**src/rtl/pixel_stream_feeder.sv**
```systemverilog
// Feeds raster-ordered frame-buffer pixels to the detector over a level handshake.
// Macro PIXEL_FEEDER_TEST_PATTERN_EN replaces memory reads with a synthetic (x + 16*y) pattern.
module pixel_stream_feeder #(
  parameter int FRAME_WIDTH  = 800,
  parameter int FRAME_HEIGHT = 600,
  parameter int DATA_WIDTH   = 12,
  parameter int ADDR_WIDTH   = 19,
  parameter int MEM_LATENCY  = 1
) (
  input  logic                  clk,
  input  logic                  reset,
  input  logic                  ready_recieve_pixel,
  input  logic                  end_frame,
  output logic                  o_mem_rd,
  output logic [ADDR_WIDTH-1:0] o_mem_addr,
  input  logic [DATA_WIDTH-1:0] mem_rdata,
  output logic [DATA_WIDTH-1:0] o_pixel,
  output logic                  o_end_recieve_pixel,
  output logic [11:0]           o_x,
  output logic [11:0]           o_y,
  output logic                  o_frame_done,
  output logic                  o_busy
);

  typedef enum logic [2:0] {
    IDLE,
    FETCH,
    WAIT,
    PRESENT,
    RELEASE,
    FRAME_GAP
  } state_t;

  state_t state;
  state_t state_next;
  logic   req_lost;
  logic   gap_seen;
  logic   last_pixel;

`ifdef PIXEL_FEEDER_TEST_PATTERN_EN
  logic [31:0] tp_pix;
  assign tp_pix = 32'(o_x) + (32'(o_y) << 4);
`else
  localparam logic [2:0] LAT_LAST = 3'(MEM_LATENCY - 1);
  logic [2:0] lat_cnt;
`endif

  assign last_pixel = (o_x == 12'(FRAME_WIDTH - 1)) && (o_y == 12'(FRAME_HEIGHT - 1));

  // A request withdrawn mid-fetch keeps the pixel parked until the next request.
  always_comb begin
    state_next = state;
    case (state)
      IDLE:      if (ready_recieve_pixel) state_next = FETCH;
`ifdef PIXEL_FEEDER_TEST_PATTERN_EN
      FETCH:     state_next = PRESENT;
`else
      FETCH:     state_next = WAIT;
      WAIT:      if (lat_cnt == LAT_LAST) state_next = PRESENT;
`endif
      PRESENT:   if (!ready_recieve_pixel && !req_lost) state_next = RELEASE;
      RELEASE:   state_next = last_pixel ? FRAME_GAP : IDLE;
      FRAME_GAP: if (gap_seen && !end_frame) state_next = IDLE;
      default:   state_next = IDLE;
    endcase
  end

  always_ff @(posedge clk) begin
    if (reset) begin
      state      <= IDLE;
      o_x        <= '0;
      o_y        <= '0;
      o_mem_addr <= '0;
      o_pixel    <= '0;
      req_lost   <= 1'b0;
      gap_seen   <= 1'b0;
`ifndef PIXEL_FEEDER_TEST_PATTERN_EN
      lat_cnt    <= '0;
`endif
    end else begin
      state <= state_next;
      case (state)
        IDLE: req_lost <= 1'b0;
        FETCH: begin
          req_lost <= ~ready_recieve_pixel;
`ifdef PIXEL_FEEDER_TEST_PATTERN_EN
          o_pixel  <= tp_pix[DATA_WIDTH-1:0];
`else
          lat_cnt  <= '0;
`endif
        end
`ifndef PIXEL_FEEDER_TEST_PATTERN_EN
        WAIT: begin
          lat_cnt <= lat_cnt + 3'd1;
          if (!ready_recieve_pixel) req_lost <= 1'b1;
          if (lat_cnt == LAT_LAST) o_pixel <= mem_rdata;
        end
`endif
        PRESENT: if (ready_recieve_pixel) req_lost <= 1'b0;
        RELEASE: begin
          gap_seen <= 1'b0;
          if (last_pixel) begin
            o_x        <= '0;
            o_y        <= '0;
            o_mem_addr <= '0;
          end else begin
            o_mem_addr <= o_mem_addr + ADDR_WIDTH'(1);
            if (o_x == 12'(FRAME_WIDTH - 1)) begin
              o_x <= '0;
              o_y <= o_y + 12'd1;
            end else begin
              o_x <= o_x + 12'd1;
            end
          end
        end
        FRAME_GAP: if (end_frame) gap_seen <= 1'b1;
        default: ;
      endcase
    end
  end

`ifdef PIXEL_FEEDER_TEST_PATTERN_EN
  assign o_mem_rd = 1'b0;
`else
  assign o_mem_rd = (state == FETCH);
`endif
  assign o_end_recieve_pixel = (state == PRESENT) && !req_lost;
  assign o_frame_done        = (state == RELEASE) && last_pixel;
  assign o_busy              = (state != IDLE);

endmodule

```
**config.mk**
```make
export PLATFORM = sky130hd
export DESIGN_NAME = pixel_stream_feeder
export DESIGN_NICKNAME = d
export VERILOG_FILES = /design/src/rtl/pixel_stream_feeder.sv
export SDC_FILE = /design/constraint.sdc
export NUM_CORES = 1
export LEC_CHECK = 0
export CORE_AREA = 2 2 90 92
export CTS_BUF_LIST = sky130_fd_sc_hd__clkbuf_8 sky130_fd_sc_hd__clkbuf_16
export DETAILED_ROUTE_END_ITERATION = 10
export DIE_AREA = 0 0 92 94
export GPL_ROUTABILITY_DRIVEN = 0
export GPL_TIMING_DRIVEN = 0
export PLACE_DENSITY = 0.66
export SKIP_LAST_GASP = 1
export SYNTH_ARGS = -nofsm -noshare
export SYNTH_HDL_FRONTEND = slang
export SYNTH_SLANG_ARGS = --single-unit
export TNS_END_PERCENT = 5
```
**constraint.sdc**
```tcl
create_clock -name clk -period 2.9 [get_ports clk]
set_clock_uncertainty 0.1 [all_clocks]
set_input_delay 0.58 -clock clk [delete_from_list [all_inputs] [get_ports clk]]
set_output_delay 0.58 -clock clk [all_outputs]
set_load 0.02 [all_outputs]
```
# Yosys cells after proc, flatten, opt, wreduce, memory -nomap -nowiden
# Cells that the tools add are included.
# classes
addsub	4
n_eq_ne	14
mux	17
bitwise	1
reduce_logical	20
# op_table
op	count
$mux 12	4
$add 12x1->12 const B	2
$eq 12x10->1 const B	2
$add 19x1->19 const B	1
$mux 19	1
$pmux 3 s6	1
$mux 3	5
$ne 2x2->1 const B	7
$eq 3x2->1 const B	2
$eq 3x3->1 const B	2
$logic_not 3->1	2
$pmux 3 s2	1
$reduce_and 2->1	3
$reduce_bool 2->1	3
$logic_and 1x1->1	5
$pmux 1 s4	1
$reduce_and 4->1	1
$reduce_bool 4->1	1
$add 3x1->3 const B	1
$eq 3x1->1 const B	1
$logic_not 1->1	3
$mux 1	3
$reduce_and 3->1	1
$reduce_bool 3->1	1
other kinds (2)	2
# word_totals
regBits	63
inputBits	16
output_inout_bits	59
word_cells	64

# Depth between registers and ports, before layout
# Gate-level depths: netlist (run 1).
# logic_depth
word_depth	4
mapped_depth	7

# Worst setup path before layout (run 1)
# Ideal clock, no wire load.
# synth_path
kind	register -> output
startpoint	reg o_x[0]
endpoint	out o_frame_done
arrival_ps	2104
path_slack_ps	116
path_stages_with_launch	7
path_buffers	2
cell_sequence	dfxtp_1 ha_1 nand4bb_1 or4_4 buf_6 clkbuf_1 nor2_1
# synth_between
elab_chain_len	3
# synth_rtl
element	line	source
start, declared	19	output logic [11:0] o_x,
start signal, assigned	112	o_x <= o_x + 12'd1;
$eq 12x10->1	48	assign last_pixel = (o_x == 12'(FRAME_WIDTH - 1)) && (o_y == 12'(FRAME_HEIGHT - 1));
$logic_and 1x1->1	48	
$logic_and 1x1->1	128	assign o_frame_done = (state == RELEASE) && last_pixel;
end, declared	21	output logic o_frame_done,
# No other way between the ends.

# Final worst setup path (run 1)
# layout_path
startpoint	reg o_x[6]
endpoint	out o_frame_done
# The elaborated chain is that of the path after synthesis.

==> run summary, run 1 <==
RUN STATUS
----------------------------------------------------------------------------------------
Result of the run .........................................................    completed

CRITICAL PATH
----------------------------------------------------------------------------------------
Kind of end point of the critical path ....................................   output pin
Launching element type of the critical path ...............................         flop
Series of cell instances along the critical path .......................... or4_4 > or4_4 > nor2_1 > buf_4
CP required ...............................................................      2.22 ns
Maximum fanout encountered on the critical timing path ....................           20
Worst reg2reg path startpoint .............................................       o_x[6]
Most common cell type on the critical path ................................        or4_4
Start point of the critical path ..........................................       o_x[6]
Critical path's slowest cell ..............................................        or4_4
WS Path Type ..............................................................   reg -> out
Delay of the slowest cell on the worst path ...............................      0.63 ns
Arrival time worst endpoint ...............................................      2.17 ns

FINAL LAYOUT
----------------------------------------------------------------------------------------
Leading cell type in the layout, fill and taps excluded ................... clkdlybuf4s50_1
Number of diodes ..........................................................            0
Layout overhead on the synthesized area ...................................        35.1%
Utilization of the core after routing .....................................        52.9%
Nets@finish ...............................................................          456
Most frequent cells in the layout ......................................... clkdlybuf4s50_1, dfxtp_1, nor2_1
Share of post-route cells with drive strength above 1 .....................        7.27%
Total of fill cells in the finished design ................................          747
Total area of multi-input combinational cells .............................    1620 um^2
Total area of sequential cells ............................................    1260 um^2

STA
----------------------------------------------------------------------------------------
Final worst path period need ..............................................      2.85 ns
Share of the clock period used by the worst path after layout .............        98.3%
Sum Neg Setup Slack .......................................................         0 ns
RSZ-0062 raised after global routing ......................................          yes
Number of pins exceeding their max-slew limit in the final report .........            0
Number of hold-slack violations in the final timing report ................            0
Maximum clock rate ........................................................      351 MHz
Setup violations, final ...................................................            0
Worst rel slew slack ......................................................        53.8%
Slew @ Worst Pin ..........................................................     0.693 ns

POWER AND IR DROP
----------------------------------------------------------------------------------------
Leakage power figure ......................................................      1.38 nW
Areal power density over the cells ........................................  466 nW/um^2
Largest vdd supply drop ...................................................       233 uV

LOGIC SYNTHESIS
----------------------------------------------------------------------------------------
Yosys warns ...............................................................            0
Largest area contributor in the netlist ...................................      dfxtp_1
Complex-gate fraction of the synthesized area .............................        14.8%
Main combinational cell family by area after synthesis .................... simple AND/OR/NAND/NOR gates
Cells after Synth .........................................................          353
Post-synthesis cell type count ............................................           48
Async set-or-reset flop fraction in the synthesized netlist ...............           0%
Top_reg_cell synth ........................................................      dfxtp_1
Area contributors post-synth .............................................. dfxtp_1, a21oi_1, nor2_1, mux2i_1, nand2_1
Nets in the synthesized netlist ...........................................          374
Portion of the post-synthesis area used by sequential elements ............        42.3%
Share of synthesized area spent on multiplexers ...........................        4.03%
Simple logic cell fraction of the synthesized area ........................        27.8%
XOR/XNOR share of the synthesized area ....................................        4.99%
Mapped Area ...............................................................    2980 um^2
Synthesized area per cell .................................................    8.45 um^2
Area fraction of the dominant cell type after synthesis ...................        42.3%
Post-Synth Adder-Cell Area ................................................        2.10%
Yosys reg bits ............................................................           63
Number of synthesized flops with an enable pin ............................            0

DETAILED ROUTING
----------------------------------------------------------------------------------------
Post-route antenna net violation count ....................................            0
Via count .................................................................         2868
Vias per std cell .........................................................         5.29
Final routed wire length divided by cell count ............................      13.9 um
Number of DRC violations after detailed routing ...........................            0
Total wire length after detailed routing ..................................      7540 um
Detailed Routing Iterations Pass 1 ........................................            4
Iteration-0 DRC count of the detailed router ..............................          122

FLOORPLANNING
----------------------------------------------------------------------------------------
Die extent in x ...........................................................        92 um
Ports .....................................................................           75
Area of the core ..........................................................    7610 um^2
Effective utilization at floorplan ........................................        39.2%
Full die area .............................................................    8650 um^2
Standard-cell row count ...................................................           32
Die outline height ........................................................        94 um

CTS
----------------------------------------------------------------------------------------
Clock tree from TritonCTS .................................................         done
Clock latency reported for the late side of the worst-skew pair ...........      0.33 ns
Number of buffers inserted for hold repair after clock tree synthesis .....            0
Clock root buffer master ..................................................     clkbuf_8
Clock-pin slew on the worst setup and hold paths ..........................      0.07 ns
Sink Count ................................................................           63
H-Tree Level Count ........................................................            3
Max Buffers Root-to-Sink ..................................................            2
Number of clock buffers inserted by TritonCTS .............................            9

GLOBAL ROUTE
----------------------------------------------------------------------------------------
Largest net degree at the start of global routing .........................           21
Initial antenna violation count ...........................................            0
Vias in the first global route ............................................         2621
Remaining global-route overflow ...........................................            0
Global-route wire length before repair ....................................     12400 um
Total routing usage reported by global routing ............................        17.7%

RUN
----------------------------------------------------------------------------------------
Number of maximum-capacitance violations ..................................            0

PLACED DESIGN
----------------------------------------------------------------------------------------
I/O Buffers ...............................................................           74
Total half-perimeter wirelength after legalization and detailed placement .      5450 um

WORST HOLD PATH
----------------------------------------------------------------------------------------
Source of the worst hold timing path ...................................... o_mem_addr[18]
Type of the most critical hold path .......................................   reg -> reg

-- cells by family (layout without fill, tap and decap cells) --
family / count (synthesis) / after routing
and+or+nand+nor: 155 / 155
AOI/OAI and AO/OA: 72 / 72
DFF: 63 / 63
buffers and inverters: 29 / 116
xor gates and xnor gates: 17 / 17
muxes: 12 / 12
adders and majority gates: 5 / 5
-- what timing repair did --
action / CTS / global route
gates resized for setup: 8 / 4
setup buffers: 0 / 0
endpoints found under the setup margin: 1 / 3
-- power by group --
group	internal, mW	switching [mW]
Sequential	0.894	0.0159
Combinational	0.135	0.157
Clock	0.348	0.326
Total	1.38	0.499
-- area by class of cell --
type	instances	share of cell area (%)
clock buffers	11	3.76
clock inverters	5	0.621
multi-input cells	261	40.2
inverters	12	1.12
flip-flops and latches	63	31.3
repair buffers	74	18.3
plain buffers	14	1.43
well taps	102	3.17
-- Yosys cell counts (2+ instances only) --
master	number
nand2_1	29
mux2i_1	12
buf_2	2
and2_1	2
xnor2_1	11
nor2_1	38
nand4_1	9
or3_1	11
nand3b_1	2
nand3_1	18
nand2b_1	2
inv_1	11
and3_1	2
nor4_1	7
or4_4	2
o31ai_1	9
nor3_1	6
and4_1	4
o21ai_0	17
clkbuf_1	13
nor3b_1	2
xor2_1	6
or4_1	10
a21oi_1	30
dfxtp_1	63
or2_2	4
o32ai_1	6
ha_1	5
-- worst max-delay path, delay by kind of cell, from the launching register on --
family,cells,cell delay (ns)
buffers and inverters,1,0.16
DFF,1,0.36
and+or+nand+nor,3,1.33
-- layer usage --
layer	global-route usage [%]	part of all wire, %	vias to the layer above	wire [um]
met3	3.85	3.5	8	263
met1	24.0	49	1341	3680
met4	6.72	1.3	0	97
met2	27.7	46	70	3500
li1	-	-	1449	-
met5	0	0	-	0
-- through the flow --
step / power [mW] / instances / hold WS (ns) / area (um^2) / setup WS (ns)
finish: 1.88 / 542 / 0.392 / 4030 / 0.0490
global route: 1.97 / 542 / 0.419 / 4030 / -0.0754
CTS: 1.90 / 542 / 0.397 / 4030 / 0.0103
detailed placement: 1.21 / 529 / 0.384 / 3850 / -0.441
global placement: 1.21 / 529 / 0.366 / 3850 / -0.424
floorplan: 1.10 / 353 / 0.368 / 2980 / 0.116
-- flip-flops by register name (all words and copies together), names as in the netlist --
name and count:
o_mem_addr 19, o_pixel 12, o_x 12, o_y 12, lat_cnt 3, state 3
gap_seen 1, req_lost 1
-- path summary, 6_finish.rpt --
check | end | slack (ns) | depth (start not counted)
worst min-delay path | o_mem_addr[18] | 0.39 | 2
worst min register to register | o_mem_addr[18] | 0.39 | 2
worst max register to register | o_mem_addr[3] | 0.28 | 5
worst max-delay path | o_frame_done | 0.05 | 4
Power figures use the tool's default switching activity.
==> run 2, diff against run 1 <==
--- a/config.mk
+++ b/config.mk
@@ -11,7 +11,7 @@
 export DIE_AREA = 0 0 92 94
 export GPL_ROUTABILITY_DRIVEN = 0
 export GPL_TIMING_DRIVEN = 0
-export PLACE_DENSITY = 0.66
+export PLACE_DENSITY = 0.68
 export SKIP_LAST_GASP = 1
 export SYNTH_ARGS = -nofsm -noshare
 export SYNTH_HDL_FRONTEND = slang
==> constraint.sdc (replaced) <==
create_clock -name clk -period 2.34 [get_ports clk]
set_clock_uncertainty 0.1 [all_clocks]
set_input_delay 0.468 -clock clk [delete_from_list [all_inputs] [get_ports clk]]
set_output_delay 0.468 -clock clk [all_outputs]
set_load 0.02 [all_outputs]
==> run 2 against run 1 <==
  * The flow now finishes with violations (setup timing)
  * Critical path depth is 1 higher
  * Worst setup slack worse by 0.30 ns
  * Count of clock-buffer cells in the layout down 1
  * Die area did not move
  * Core utilization grew 2.1 points
  * Combinational power rose by 17%
  * Clock power rose by 35%
  * Largest cell class unchanged
  * Largest power group unchanged
==> run summary, run 2 (synthesis gave the netlist of run 1 again) <==
RUN STATUS
----------------------------------------------------------------------------------------
Result of the run ......................................................... complete, but fails checks
Failing checks ............................................................ setup timing

FINAL LAYOUT
----------------------------------------------------------------------------------------
Final Instance Area .......................................................    4190 um^2   +3.9%
Utilization of the core after routing .....................................        55.0%   +2.1 points
Share of post-route cells with drive strength above 1 .....................        11.9%   +4.6 points
Leading cell type in the layout, fill and taps excluded ................... clkdlybuf4s50_1
Total area of multi-input combinational cells .............................    1650 um^2   +1.9%
Nets@finish ...............................................................          464   +1.8%
Largest Register ..........................................................   o_mem_addr
Total area of sequential cells ............................................    1280 um^2   +1.6%
Number of flip-flops under the largest register name ......................           19   unchanged
Number of diodes ..........................................................            0   unchanged
Total of fill cells in the finished design ................................          721   -3.5%
Layout overhead on the synthesized area ...................................        40.4%
Most frequent cells in the layout ......................................... clkdlybuf4s50_1, dfxtp_1, nor2_1

CTS
----------------------------------------------------------------------------------------
H-Tree Level Count ........................................................            3   unchanged
Number of clock buffers inserted by TritonCTS .............................            9   unchanged
Sink Count ................................................................           63   unchanged
Clock tree from TritonCTS .................................................         done
Clock-pin slew on the worst setup and hold paths ..........................      0.07 ns   about the same
Clock latency reported for the late side of the worst-skew pair ...........      0.34 ns   about the same
Number of buffers inserted for hold repair after clock tree synthesis .....            0   unchanged
Clock root buffer master ..................................................     clkbuf_8
Max Buffers Root-to-Sink ..................................................            2   unchanged

STA
----------------------------------------------------------------------------------------
Final worst path period need ..............................................      2.59 ns
Number of pins exceeding their max-slew limit in the final report .........            0   unchanged
Post-layout worst setup margin ............................................    -0.246 ns   -0.295 ns
Number of hold-slack violations in the final timing report ................            0   unchanged
Worst rel slew slack ......................................................        53.5%   -0.32 points
Share of the clock period used by the worst path after layout .............         111%
Maximum clock rate ........................................................      387 MHz
RSZ-0062 raised after global routing ......................................          yes
Slew @ Worst Pin ..........................................................     0.698 ns   +0.00487 ns
Setup violations, final ...................................................           17   +17

CRITICAL PATH
----------------------------------------------------------------------------------------
Arrival time worst endpoint ...............................................      2.02 ns   -0.15 ns
Delay of the slowest cell on the worst path ...............................      0.54 ns   -0.09 ns
Kind of end point of the critical path ....................................   output pin
Worst Path Buf+Inv ........................................................            2   +1
CP required ...............................................................      1.77 ns   -0.45 ns
Launching element type of the critical path ...............................         flop
Series of cell instances along the critical path .......................... or4_4 > or4_4 > clkbuf_16 > nor2_4 > buf_6
Maximum fanout encountered on the critical timing path ....................            2   -90%
Family with the most delay on the worst path .............................. simple AND/OR/NAND/NOR gates
WS Path Type ..............................................................   reg -> out
Most common cell type on the critical path ................................        or4_4
Critical path's slowest cell ..............................................        or4_4

PLACED DESIGN
----------------------------------------------------------------------------------------
Standard cell area after detailed placement ...............................    3900 um^2   +1.3%
Total half-perimeter wirelength after legalization and detailed placement .      5310 um   -2.5%
Setup slack at placement ..................................................    -0.596 ns   -0.156 ns
I/O Buffers ...............................................................           74   unchanged

FLOORPLANNING
----------------------------------------------------------------------------------------
Die outline height ........................................................        94 um   unchanged
Die extent in x ...........................................................        92 um   unchanged
Area of the core ..........................................................    7610 um^2   unchanged
Ports .....................................................................           75   unchanged
Effective utilization at floorplan ........................................        39.2%   unchanged
Standard-cell row count ...................................................           32   unchanged
Full die area .............................................................    8650 um^2   unchanged

RUN
----------------------------------------------------------------------------------------
Number of maximum-capacitance violations ..................................            0   unchanged

GLOBAL ROUTE
----------------------------------------------------------------------------------------
Global-route wire length before repair ....................................     12400 um   +0.11%
Remaining global-route overflow ...........................................            0   unchanged
Initial antenna violation count ...........................................            0   unchanged
Total routing usage reported by global routing ............................        17.8%   +0.020 points
Largest net degree at the start of global routing .........................           11   -48%
Vias in the first global route ............................................         2766   +5.5%

DETAILED ROUTING
----------------------------------------------------------------------------------------
Final routed wire length divided by cell count ............................      13.8 um   -0.78%
Iteration-0 DRC count of the detailed router ..............................           82   -33%
Via count .................................................................         2922   +1.9%
Post-route antenna net violation count ....................................            0   unchanged
Number of DRC violations after detailed routing ...........................            0   unchanged
Detailed Routing Iterations Pass 1 ........................................            4   unchanged
Vias per std cell .........................................................         5.32   +0.58%
Total wire length after detailed routing ..................................      7580 um   +0.50%

WORST HOLD PATH
----------------------------------------------------------------------------------------
Type of the most critical hold path .......................................   reg -> reg

POWER AND IR DROP
----------------------------------------------------------------------------------------
PnR Total Power ...........................................................      2.40 mW   +28%
Largest vdd supply drop ...................................................       321 uV   +38%
Leakage power figure ......................................................      1.46 nW   +6.2%
Areal power density over the cells ........................................  572 nW/um^2   +23%

==> run 2: cell count changes in the layout (fill, tap and decap cells not counted), moves of 2 or more <==
cell and change:
dfxtp_1 -8, clkbuf_1 -2, dfxtp_2 +4, dfxtp_4 +4, buf_4 +7, buf_6 +2
==> run 2: layout make-up <==
type | instances | area share [%]
Buffer | 14 | 2.06
Clock buffer | 10 | 3.29
Clock inverter | 5 | 1.23
Inverter | 12 | 1.08
Multi-Input combinational cell | 261 | 39.4
Sequential cell | 63 | 30.6
Tap cell | 102 | 3.05
Timing Repair Buffer | 82 | 19.2
==> run 2: per-layer routing <==
layer	vias to the layer above	share of wire (%)	track usage [%]
li1	1463	-	-
met1	1374	45	21.1
met2	74	47	29.3
met3	11	6.9	6.10
met4	0	1.9	7.71
met5	-	0	0
==> run 2: worst paths after layout <==
| path | startpoint | to | slack [ns] | depth (start not counted) |
|---|---|---|---|---|
| worst max-delay path | o_x[6] | o_frame_done | -0.25 | 5 |
| worst min-delay path | o_mem_addr[18] | o_mem_addr[18] | 0.38 | 2 |
| worst max register to register | o_x[6] | o_mem_addr[0] | -0.18 | 7 |
| worst min register to register | o_mem_addr[18] | o_mem_addr[18] | 0.38 | 2 |
==> run 2: where the power goes <==
part	total, mW	internal (mW)	switching (mW)
sequential	1.14	1.10	0.0365
combinational	0.343	0.164	0.179
clock	0.911	0.507	0.403
total	2.40	1.78	0.619
==> run 2: metrics by stage <==
| step | cells | TNS [ns] | hold WS [ns] |
|---|---|---|---|
| 2_1_floorplan | 353 | 0 | 0.368 |
| 3_3_place_gp | 529 | -3.21 | 0.366 |
| 3_5_place_dp | 529 | -3.38 | 0.380 |
| 4_1_cts | 548 | -6.22 | 0.390 |
| 5_1_grt | 549 | -4.42 | 0.408 |
| 6_report | 549 | -2.39 | 0.384 |
==> run 2: timing repair <==
action	CTS	global route
endpoints found under the setup margin	23	41
pin swaps	4	3
setup buffers	5	3
gates resized for setup	12	12
==> run 2: worst register-to-register path, cell delays in order, from the launching register on <==
cell and delay [ns]:
dfxtp_4 0.34, or4_4 0.54, or4_4 0.45, buf_4 0.15, buf_4 0.16, o21ai_4 0.30, buf_2 0.30, nor2_1 0.07
